File: config.mk
export PLATFORM = sky130hd
export DESIGN_NAME = mmcm_drp_sequencer
export DESIGN_NICKNAME = d
export VERILOG_FILES = /design/src/rtl/mmcm_drp_sequencer.sv
export SDC_FILE = /design/constraint.sdc
export NUM_CORES = 1
export LEC_CHECK = 0
export ABC_AREA = 1
export ABC_CLOCK_PERIOD_IN_PS = 1900
export CORE_AREA = 2 2 91 180
export DETAILED_ROUTE_END_ITERATION = 6
export DIE_AREA = 0 0 93 182
export PLACE_DENSITY = 0.6
export SETUP_SLACK_MARGIN = 0.3
export SLEW_MARGIN = 40
export SYNTH_ARGS = -nofsm -noshare
export SYNTH_HDL_FRONTEND = slang
export SYNTH_SLANG_ARGS = --single-unit
File: constraint.sdc
create_clock -name clk_in -period 1.9 [get_ports clk_in]
set_input_delay 0.19 -clock clk_in [delete_from_list [all_inputs] [get_ports clk_in]]
set_output_delay 0.19 -clock clk_in [all_outputs]
set_load 0.02 [all_outputs]
File: src/rtl/mmcm_drp_sequencer.sv
// mmcm_drp_sequencer
// Reprograms the display MMCM through its DRP port so the pixel clock can be
// switched between video modes at runtime. For each mode, a list of NUM_REGS
// {addr, mask, value} entries is fetched from an external table. Each entry is
// applied as a read-modify-write while the MMCM is held in reset. Reset is then
// released and LOCKED is awaited, with a timeout and a full-reprogram retry.
//
// Ports:
//   clk_in       board clock, also the MMCM DCLK
//   resetn       asynchronous active-low reset
//   start        one-cycle request, honoured only in IDLE
//   mode_req     target mode, captured on an accepted start
//   busy         high whenever the sequencer is not idle
//   done         one-cycle pulse on a successful reprogram + lock
//   error        sticky failure flag, cleared by the next accepted start
//   cur_mode     last successfully programmed mode
//   locked_out   synchronised LOCKED, qualified by idle and no error
//   tbl_mode     table read mode
//   tbl_index    table read index
//   tbl_entry    {addr[38:32], mask[31:16], value[15:0]}, one cycle latency
//   drp_*        MMCM dynamic reconfiguration port
//   mmcm_rst     active-high MMCM reset
//   mmcm_locked  raw asynchronous MMCM LOCKED
module mmcm_drp_sequencer #(
   parameter int MODE_W       = 2,
   parameter int NUM_REGS     = 8,
   parameter int IDX_W        = 4,
   parameter int DRDY_TIMEOUT = 255,
   parameter int LOCK_TIMEOUT = 65535,
   parameter int RETRY_MAX    = 3
) (
   input  logic              clk_in,
   input  logic              resetn,
   input  logic              start,
   input  logic [MODE_W-1:0] mode_req,
   output logic              busy,
   output logic              done,
   output logic              error,
   output logic [MODE_W-1:0] cur_mode,
   output logic              locked_out,
   output logic [MODE_W-1:0] tbl_mode,
   output logic [IDX_W-1:0]  tbl_index,
   input  logic [38:0]       tbl_entry,
   output logic [6:0]        drp_daddr,
   output logic              drp_den,
   output logic              drp_dwe,
   output logic [15:0]       drp_di,
   input  logic [15:0]       drp_do,
   input  logic              drp_drdy,
   output logic              mmcm_rst,
   input  logic              mmcm_locked
);

   localparam int TMO_MAX = (LOCK_TIMEOUT > DRDY_TIMEOUT) ? LOCK_TIMEOUT : DRDY_TIMEOUT;
   localparam int CNT_W   = $clog2(TMO_MAX + 1);
   localparam int RTY_W   = $clog2(RETRY_MAX + 1);

   localparam logic [CNT_W-1:0] DRDY_LAST = CNT_W'(DRDY_TIMEOUT - 1);
   localparam logic [CNT_W-1:0] LOCK_LAST = CNT_W'(LOCK_TIMEOUT - 1);
   localparam logic [IDX_W-1:0] IDX_LAST  = IDX_W'(NUM_REGS - 1);
   localparam logic [RTY_W-1:0] RTY_LIMIT = RTY_W'(RETRY_MAX);

   typedef enum logic [3:0] {
      ST_IDLE,
      ST_RST_ASSERT,
      ST_FETCH,
      ST_RD,
      ST_WAIT_RD,
      ST_WR,
      ST_WAIT_WR,
      ST_RST_RELEASE,
      ST_WAIT_LOCK
   } state_t;

   state_t              state_q, state_d;
   logic [MODE_W-1:0]   mode_q, mode_d;
   logic [MODE_W-1:0]   cur_mode_q, cur_mode_d;
   logic [IDX_W-1:0]    index_q, index_d;
   logic                fetch_wait_q, fetch_wait_d;
   logic [6:0]          addr_q, addr_d;
   logic [15:0]         mask_q, mask_d;
   logic [15:0]         value_q, value_d;
   logic [15:0]         di_q, di_d;
   logic [CNT_W-1:0]    tmo_q, tmo_d;
   logic [RTY_W-1:0]    retry_q, retry_d;
   logic [RTY_W-1:0]    retry_inc;
   logic                error_q, error_d;
   logic                done_q, done_d;
   logic                mmcm_rst_q, mmcm_rst_d;
   logic                pon_q, pon_d;
   logic                lock_meta_q, lock_sync_q;

   // LOCKED comes straight from the MMCM's own clock domain, so it goes
   // through a plain two-flop synchroniser before anything looks at it.
   always_ff @(posedge clk_in or negedge resetn) begin
      if (!resetn) begin
         lock_meta_q <= 1'b0;
         lock_sync_q <= 1'b0;
      end else begin
         lock_meta_q <= mmcm_locked;
         lock_sync_q <= lock_meta_q;
      end
   end

   // State register. Reset lands in RST_RELEASE so the power-on MMCM
   // configuration is used as-is. pon_q marks that first lock, which must
   // not pulse done.
   always_ff @(posedge clk_in or negedge resetn) begin
      if (!resetn) begin
         state_q      <= ST_RST_RELEASE;
         mode_q       <= '0;
         cur_mode_q   <= '0;
         index_q      <= '0;
         fetch_wait_q <= 1'b0;
         addr_q       <= '0;
         mask_q       <= '0;
         value_q      <= '0;
         di_q         <= '0;
         tmo_q        <= '0;
         retry_q      <= '0;
         error_q      <= 1'b0;
         done_q       <= 1'b0;
         mmcm_rst_q   <= 1'b1;
         pon_q        <= 1'b1;
      end else begin
         state_q      <= state_d;
         mode_q       <= mode_d;
         cur_mode_q   <= cur_mode_d;
         index_q      <= index_d;
         fetch_wait_q <= fetch_wait_d;
         addr_q       <= addr_d;
         mask_q       <= mask_d;
         value_q      <= value_d;
         di_q         <= di_d;
         tmo_q        <= tmo_d;
         retry_q      <= retry_d;
         error_q      <= error_d;
         done_q       <= done_d;
         mmcm_rst_q   <= mmcm_rst_d;
         pon_q        <= pon_d;
      end
   end

   // Next-state logic. A single counter (tmo) serves both the drdy timeout
   // and the lock timeout, since the two waits never overlap. FETCH spends
   // two cycles: the first lets the table see the new index, the second
   // latches the entry.
   always_comb begin
      state_d      = state_q;
      mode_d       = mode_q;
      cur_mode_d   = cur_mode_q;
      index_d      = index_q;
      fetch_wait_d = fetch_wait_q;
      addr_d       = addr_q;
      mask_d       = mask_q;
      value_d      = value_q;
      di_d         = di_q;
      tmo_d        = tmo_q;
      retry_d      = retry_q;
      error_d      = error_q;
      done_d       = 1'b0;
      mmcm_rst_d   = mmcm_rst_q;
      pon_d        = pon_q;
      retry_inc    = retry_q + RTY_W'(1);

      case (state_q)
         ST_IDLE: begin
            if (start) begin
               mode_d  = mode_req;
               error_d = 1'b0;
               retry_d = '0;
               pon_d   = 1'b0;
               state_d = ST_RST_ASSERT;
            end
         end
         ST_RST_ASSERT: begin
            mmcm_rst_d   = 1'b1;
            index_d      = '0;
            fetch_wait_d = 1'b0;
            state_d      = ST_FETCH;
         end
         ST_FETCH: begin
            if (!fetch_wait_q) begin
               fetch_wait_d = 1'b1;
            end else begin
               fetch_wait_d = 1'b0;
               addr_d       = tbl_entry[38:32];
               mask_d       = tbl_entry[31:16];
               value_d      = tbl_entry[15:0];
               state_d      = ST_RD;
            end
         end
         ST_RD: begin
            tmo_d   = '0;
            state_d = ST_WAIT_RD;
         end
         ST_WAIT_RD: begin
            if (drp_drdy) begin
               di_d    = (drp_do & mask_q) | (value_q & ~mask_q);
               state_d = ST_WR;
            end else if (tmo_q == DRDY_LAST) begin
               error_d    = 1'b1;
               mmcm_rst_d = 1'b1;
               state_d    = ST_IDLE;
            end else begin
               tmo_d = tmo_q + CNT_W'(1);
            end
         end
         ST_WR: begin
            tmo_d   = '0;
            state_d = ST_WAIT_WR;
         end
         ST_WAIT_WR: begin
            if (drp_drdy) begin
               if (index_q == IDX_LAST) begin
                  state_d = ST_RST_RELEASE;
               end else begin
                  index_d = index_q + IDX_W'(1);
                  state_d = ST_FETCH;
               end
            end else if (tmo_q == DRDY_LAST) begin
               error_d    = 1'b1;
               mmcm_rst_d = 1'b1;
               state_d    = ST_IDLE;
            end else begin
               tmo_d = tmo_q + CNT_W'(1);
            end
         end
         ST_RST_RELEASE: begin
            mmcm_rst_d = 1'b0;
            tmo_d      = '0;
            state_d    = ST_WAIT_LOCK;
         end
         ST_WAIT_LOCK: begin
            if (lock_sync_q) begin
               done_d     = !pon_q;
               cur_mode_d = mode_q;
               state_d    = ST_IDLE;
            end else if (tmo_q == LOCK_LAST) begin
               retry_d = retry_inc;
               if (retry_inc < RTY_LIMIT) begin
                  state_d = ST_RST_ASSERT;
               end else begin
                  error_d    = 1'b1;
                  mmcm_rst_d = 1'b1;
                  state_d    = ST_IDLE;
               end
            end else begin
               tmo_d = tmo_q + CNT_W'(1);
            end
         end
         default: begin
            state_d = ST_IDLE;
         end
      endcase
   end

   // Outputs. DRP strobes are decoded from the one-cycle RD/WR states, so a
   // second transaction can only start after the previous drdy is consumed.
   always_comb begin
      busy       = (state_q != ST_IDLE);
      done       = done_q;
      error      = error_q;
      cur_mode   = cur_mode_q;
      locked_out = lock_sync_q && (state_q == ST_IDLE) && !error_q;
      tbl_mode   = mode_q;
      tbl_index  = index_q;
      drp_daddr  = addr_q;
      drp_den    = (state_q == ST_RD) || (state_q == ST_WR);
      drp_dwe    = (state_q == ST_WR);
      drp_di     = di_q;
      mmcm_rst   = mmcm_rst_q;
   end

endmodule

; Word-level counts from Yosys, hierarchy flattened
; Cells that the tools add are included.
; Widths: inputs -> output; s select.
[totals]
regBits = 92
inputBits = 62
output_inout_bits = 38
word_cells = 107
[op_classes]
add_sub_neg = 3
order_cmp = 1
eq_ne = 23
muxes = 34
bitwise = 4
n_reduce_logical = 25
[op_table]
columns = operator, n
row1 = $mux 16, 4
row2 = $pmux 16 s3, 1
row3 = $mux 4, 9
row4 = $pmux 4 s9, 1
row5 = $and 16x16->16, 2
row6 = $eq 4x3->1 const B, 5
row7 = $ne 2x2->1 const B, 10
row8 = $add 16x1->16 const B, 1
row9 = $eq 16x16->1 const B, 1
row10 = $eq 16x8->1 const B, 1
row11 = $not 16->16, 1
row12 = $or 16x16->16, 1
row13 = $mux 1, 10
row14 = $eq 4x2->1 const B, 2
row15 = $pmux 4 s2, 1
row16 = $reduce_and 2->1, 4
row17 = $reduce_bool 4->1, 2
row18 = $reduce_and 7->1, 1
row19 = $mux 2, 3
row20 = $reduce_and 3->1, 2
row21 = $reduce_and 6->1, 1
row22 = $reduce_bool 2->1, 3
row23 = $reduce_bool 3->1, 2
row24 = $reduce_and 5->1, 1
row25 = other kinds (19), 21

; Depth between registers and ports, before layout
[logic_depth]
depth_word = 6
mapped_depth = 11
ltp_nobuf = 10

; Least setup slack after synthesis
; No wires, ideal clock.
[synth_path]
kind = flip-flop to flip-flop
from = reg state_q[1]
to = reg mask_q[10]
setup_ps = 125
arrival_ps = 1493
required_ps = 1775
path_slack_ps = 283
path_stages_with_launch = 7
path_buffers = 1
period_less_slack_ps = 1617
path_cell_list = dfstp_2 inv_2 nor2_1 nand2_1 nor2_4 buf_4 mux2_2
[synth_between]
elab_chain_cells = 2
[synth_lines]
columns = element, line_no
row1 = start: declaration, 75  ; state_t state_q, state_d;
row2 = start signal: assignment, 126  ; state_q <= state_d;
row3 = $eq 4x2->1, 166  ; case (state_q)
row4 = $reduce_and 2->1 (no source line), --
row5 = end signal: assignment, 132  ; mask_q <= mask_d;
row6 = end: declaration, 81  ; logic [15:0] mask_q, mask_d;
; Every way passes these cells.
; A chain may end at the register's enable or synchronous reset.

; Worst setup path in the final report
[layout_path]
from = reg state_q[1]
to = reg tmo_q[3]
[layout_between]
elab_chain_cells = 4
word_cells_on_any_way = 15
cone_classes = eq/ne (10) / mux (1) / reduce/logical (4)
[layout_lines]
columns = element, line_no
row1 = $eq 4x3->1 / $eq 4x2->1 (equally long branches), 166
row2 = $reduce_or 3->1 (no source line) / $reduce_or 2->1 (equally long branches), --
row3 = $reduce_bool 3->1 (no source line) / $ne 2x2->1 (equally long branches), --
row4 = $reduce_and 5->1 (no source line), --
row5 = end signal: assignment, 135  ; tmo_q <= tmo_d;
row6 = end: declaration, 84  ; logic [CNT_W-1:0] tmo_q, tmo_d;
; Several ways; a longest one is shown, not always the timed one.

==> summary.md <==
| Metric | Value |
|---|---|
| Skew-Pair Late Insertion Delay | 0.34 ns |
| Commonest non-fill, non-tap cell in the layout | nand2_1 |
| DRT Wirelength | 11,300 um |
| Placer Congestion | 0.892 |
| Initial antenna violation count | 0 |
| Initial DRT Pass Iterations | 5 |
| GRT Total Usage | 0.132 |
| Pins Over Slew Limit | 0 |
| Min cycle time layout | 1.70 ns |
| Final ANT Viol Nets | 0 |
| Critical Path Source Type | flop |
| Power per cell area | 1430 nW/um^2 |
| Final Cycle Share | 0.894 |
| Mapped Avg Cell Area | 8.36 um^2 |
| Final Util | 0.428 |
| Commonest cells after routing, fill and taps aside | 174 x nand2_1, 91 x clkdlybuf4s50_1, 87 x dfrtp_1 |
| Clock Sink Count | 92 |
| Fmax | 0.589 GHz |
| Post-synth EDFFs | 0 |
| DP Wirelength | 7590 um |
| DIE WIDTH | 93 um |
| Share of layout cells above drive strength 1 | 0.215 |
| Nets | 749 |
| Die footprint | 16,900 um^2 |
| Final hold vios | 0 |
| Max_slew headroom | 0.584 |
| I/O pin count | 100 |
| Vias per cell | 4.47 |
| Final Setup Violations | 0 |
| Die H | 182 um |
| CTS tree | built |
| Post-synthesis net count | 610 |
| NetSw | 3.57 mW |
| Leakage | 3.15 nW |
| Slew @ Worst Pin | 0.621 ns |
| Initial core utilization | 0.291 |
| CORE AREA | 15,600 um^2 |
| Register area | 2310 um^2 |
| Reg power frac | 0.331 |
| Total power draw | 9.58 mW |
| Root Buffer | clkbuf_16 |
| Reg clk slew, reported paths | 0.07 ns |
| Predominant post-synthesis flop cell | dfrtp_1 |
| Crit path arrival time | 1.92 ns |
| Gate power share | 0.475 |
| Yosys cell types | 32 |
| First-pass GRT wire length | 17,900 um |
| Worst setup EP type | flop |
| Routed len/inst | 12.7 um |
| Number of global-route vias before repair | 3,758 |
| N_diodes | 0 |
| DR vias | 3,970 |
| Unrepaired setup endpoints after global routing | true |
| Synth Register Bits | 92 |
| Area grow syn2layout | 47.0% |
| FILL cells | 1,576 |
| Sw Ratio | 0.372 |
| Clock H-tree levels | 3 |
| VDD IR-drop max | 730 uV |
| Max Cap Viol | 0 |
| Starting DRT DRC Count | 237 |
| Multi-input gate area | 2110 um^2 |
| Clock Skews | 0.0123 ns |
| Cell area after synthesis | 4550 um^2 |
| Worst Hold Class | in -> reg |
| Setup_tns | 0 ns |
| Sequential-to-total area share from yosys stat | 0.508 |
| Status | finished, final reports clean |
| Pin count of the biggest net entering global routing | 93 |
| Critical path class | reg -> reg |
| Int Power | 6.01 mW |
| Post-Syn Instances | 544 |
| Yosys warnings | 0 |
| Clock Tree Buf Depth | 2 |
| # DRC | 0 |
| Count of input and output buffers | 99 |
| Async S/R FF share, synth | 1.00 |
| GRT Residual Overflow | 0 |
| Required @ worst endpoint | 2.12 ns |
| CP Max Fanout | 16 |
| Placement Rows | 65 |
| Clock Power Share | 0.194 |
| Inserted Clock Buffers | 9 |
-- stage by stage --
step | std cells | hold slack [ns] | area, um^2 | setup WS (ns)
global route | 889 | 0.274 | 6680 | 0.141
detailed placement | 849 | 0.287 | 5880 | 0.0524
global placement | 849 | 0.284 | 5880 | 0.0523
floorplan | 544 | -0.106 | 4550 | 0.283
CTS | 880 | 0.270 | 6410 | 0.213
finish | 889 | 0.285 | 6680 | 0.201
-- power by group through the flow --
stage | Sequential, mW | Combinational [mW] | Clock (mW)
after floorplan | 3.47 | 1.99 | 0
final | 3.17 | 4.56 | 1.85
after global placement | 3.17 | 3.71 | 0
after global routing | 3.27 | 5.01 | 2.00
after CTS | 3.16 | 4.12 | 1.92
after detailed placement | 3.19 | 3.75 | 0
-- registers in the layout, summed over array words and instances, names as in the netlist, 2 cells and up --
register and count:
tbl_index 4, mask_q 16, state_q 4, tbl_mode 2
tmo_q 16, drp_daddr 7, drp_di 16, retry_q 2
value_q 16, cur_mode 2
-- cell type report --
type                    count  area share
flip-flops and latches     92       0.346
multi-input cells         383       0.316
repair buffers            142       0.222
clock buffers              11      0.0378
well taps                 201      0.0376
inverters                  55      0.0320
clock inverters             5     0.00861
-- Yosys cell counts (2+ instances only) --
library cell / n / area, um^2
o21ai_0: 65 / 325
dfrtp_1: 87 / 2180
xor2_1: 10 / 87.6
mux2_2: 21 / 236
buf_2: 2 / 10.0
nor2_1: 41 / 154
nand2_2: 2 / 12.5
nor2_4: 5 / 56.3
inv_1: 49 / 184
buf_4: 4 / 30.0
nand2_1: 184 / 691
dfstp_2: 5 / 131
a21oi_1: 3 / 15.0
ha_1: 4 / 50.1
nand3_1: 20 / 100
or2_2: 3 / 18.8
buf_6: 2 / 22.5
nor2_2: 3 / 18.8
inv_2: 5 / 18.8
nand2_4: 3 / 33.8
nor3_1: 3 / 15.0
clkbuf_1: 5 / 18.8
nand4_1: 8 / 50.1
o21bai_1: 2 / 15.0
-- per-layer routing --
layer,up-vias,routed length [um],GRT usage
met3,9,733,0.0427
met4,0,128,0.0382
met2,102,5230,0.200
li1,2011,-,-
met1,1848,5230,0.181
met5,-,0,0
-- final timing paths --
kind | slack, ns | end | startpoint | depth (start not counted)
max | 0.20 | tmo_q[3] | state_q[1] | 7
min | 0.28 | lock_meta_q | mmcm_locked | 1
max reg2reg | 0.20 | tmo_q[3] | state_q[1] | 7
min reg2reg | 0.36 | lock_sync_q | lock_meta_q | 0
max in group asynchronous | 1.02 | pon_q | resetn | 3
min in group asynchronous | 0.40 | tmo_q[5] | resetn | 3
-- repair_timing --
item	in CTS	in global routing
buffers inserted	13	8
pin swaps	4	8
hold buffers	1	0
endpoints found under the setup margin	53	76
hold endpoints to repair	87	0
cloned	1	1
resized for setup	43	79
-- worst max-delay path: stages (launching register included) --
cell and delay, ns:
dfstp_2 0.57, buf_6 0.12, o211ai_1 0.27, nand2_4 0.17
nand2_4 0.07, buf_12 0.16, o21ai_2 0.14, nand2_1 0.08
-- cells by family after synthesis --
kind of cell / Yosys count / synth area share
buffers and inverters: 69 / 0.0650
multiplexers: 21 / 0.0520
AO/OA/AOI/OAI: 74 / 0.0878
flip-flops: 92 / 0.508
adder cells (fa/ha/maj): 4 / 0.0110
XOR/XNOR: 11 / 0.0212
AND/OR/NAND/NOR: 273 / 0.255
No activity file was read; power rests on OpenSTA's default activity.
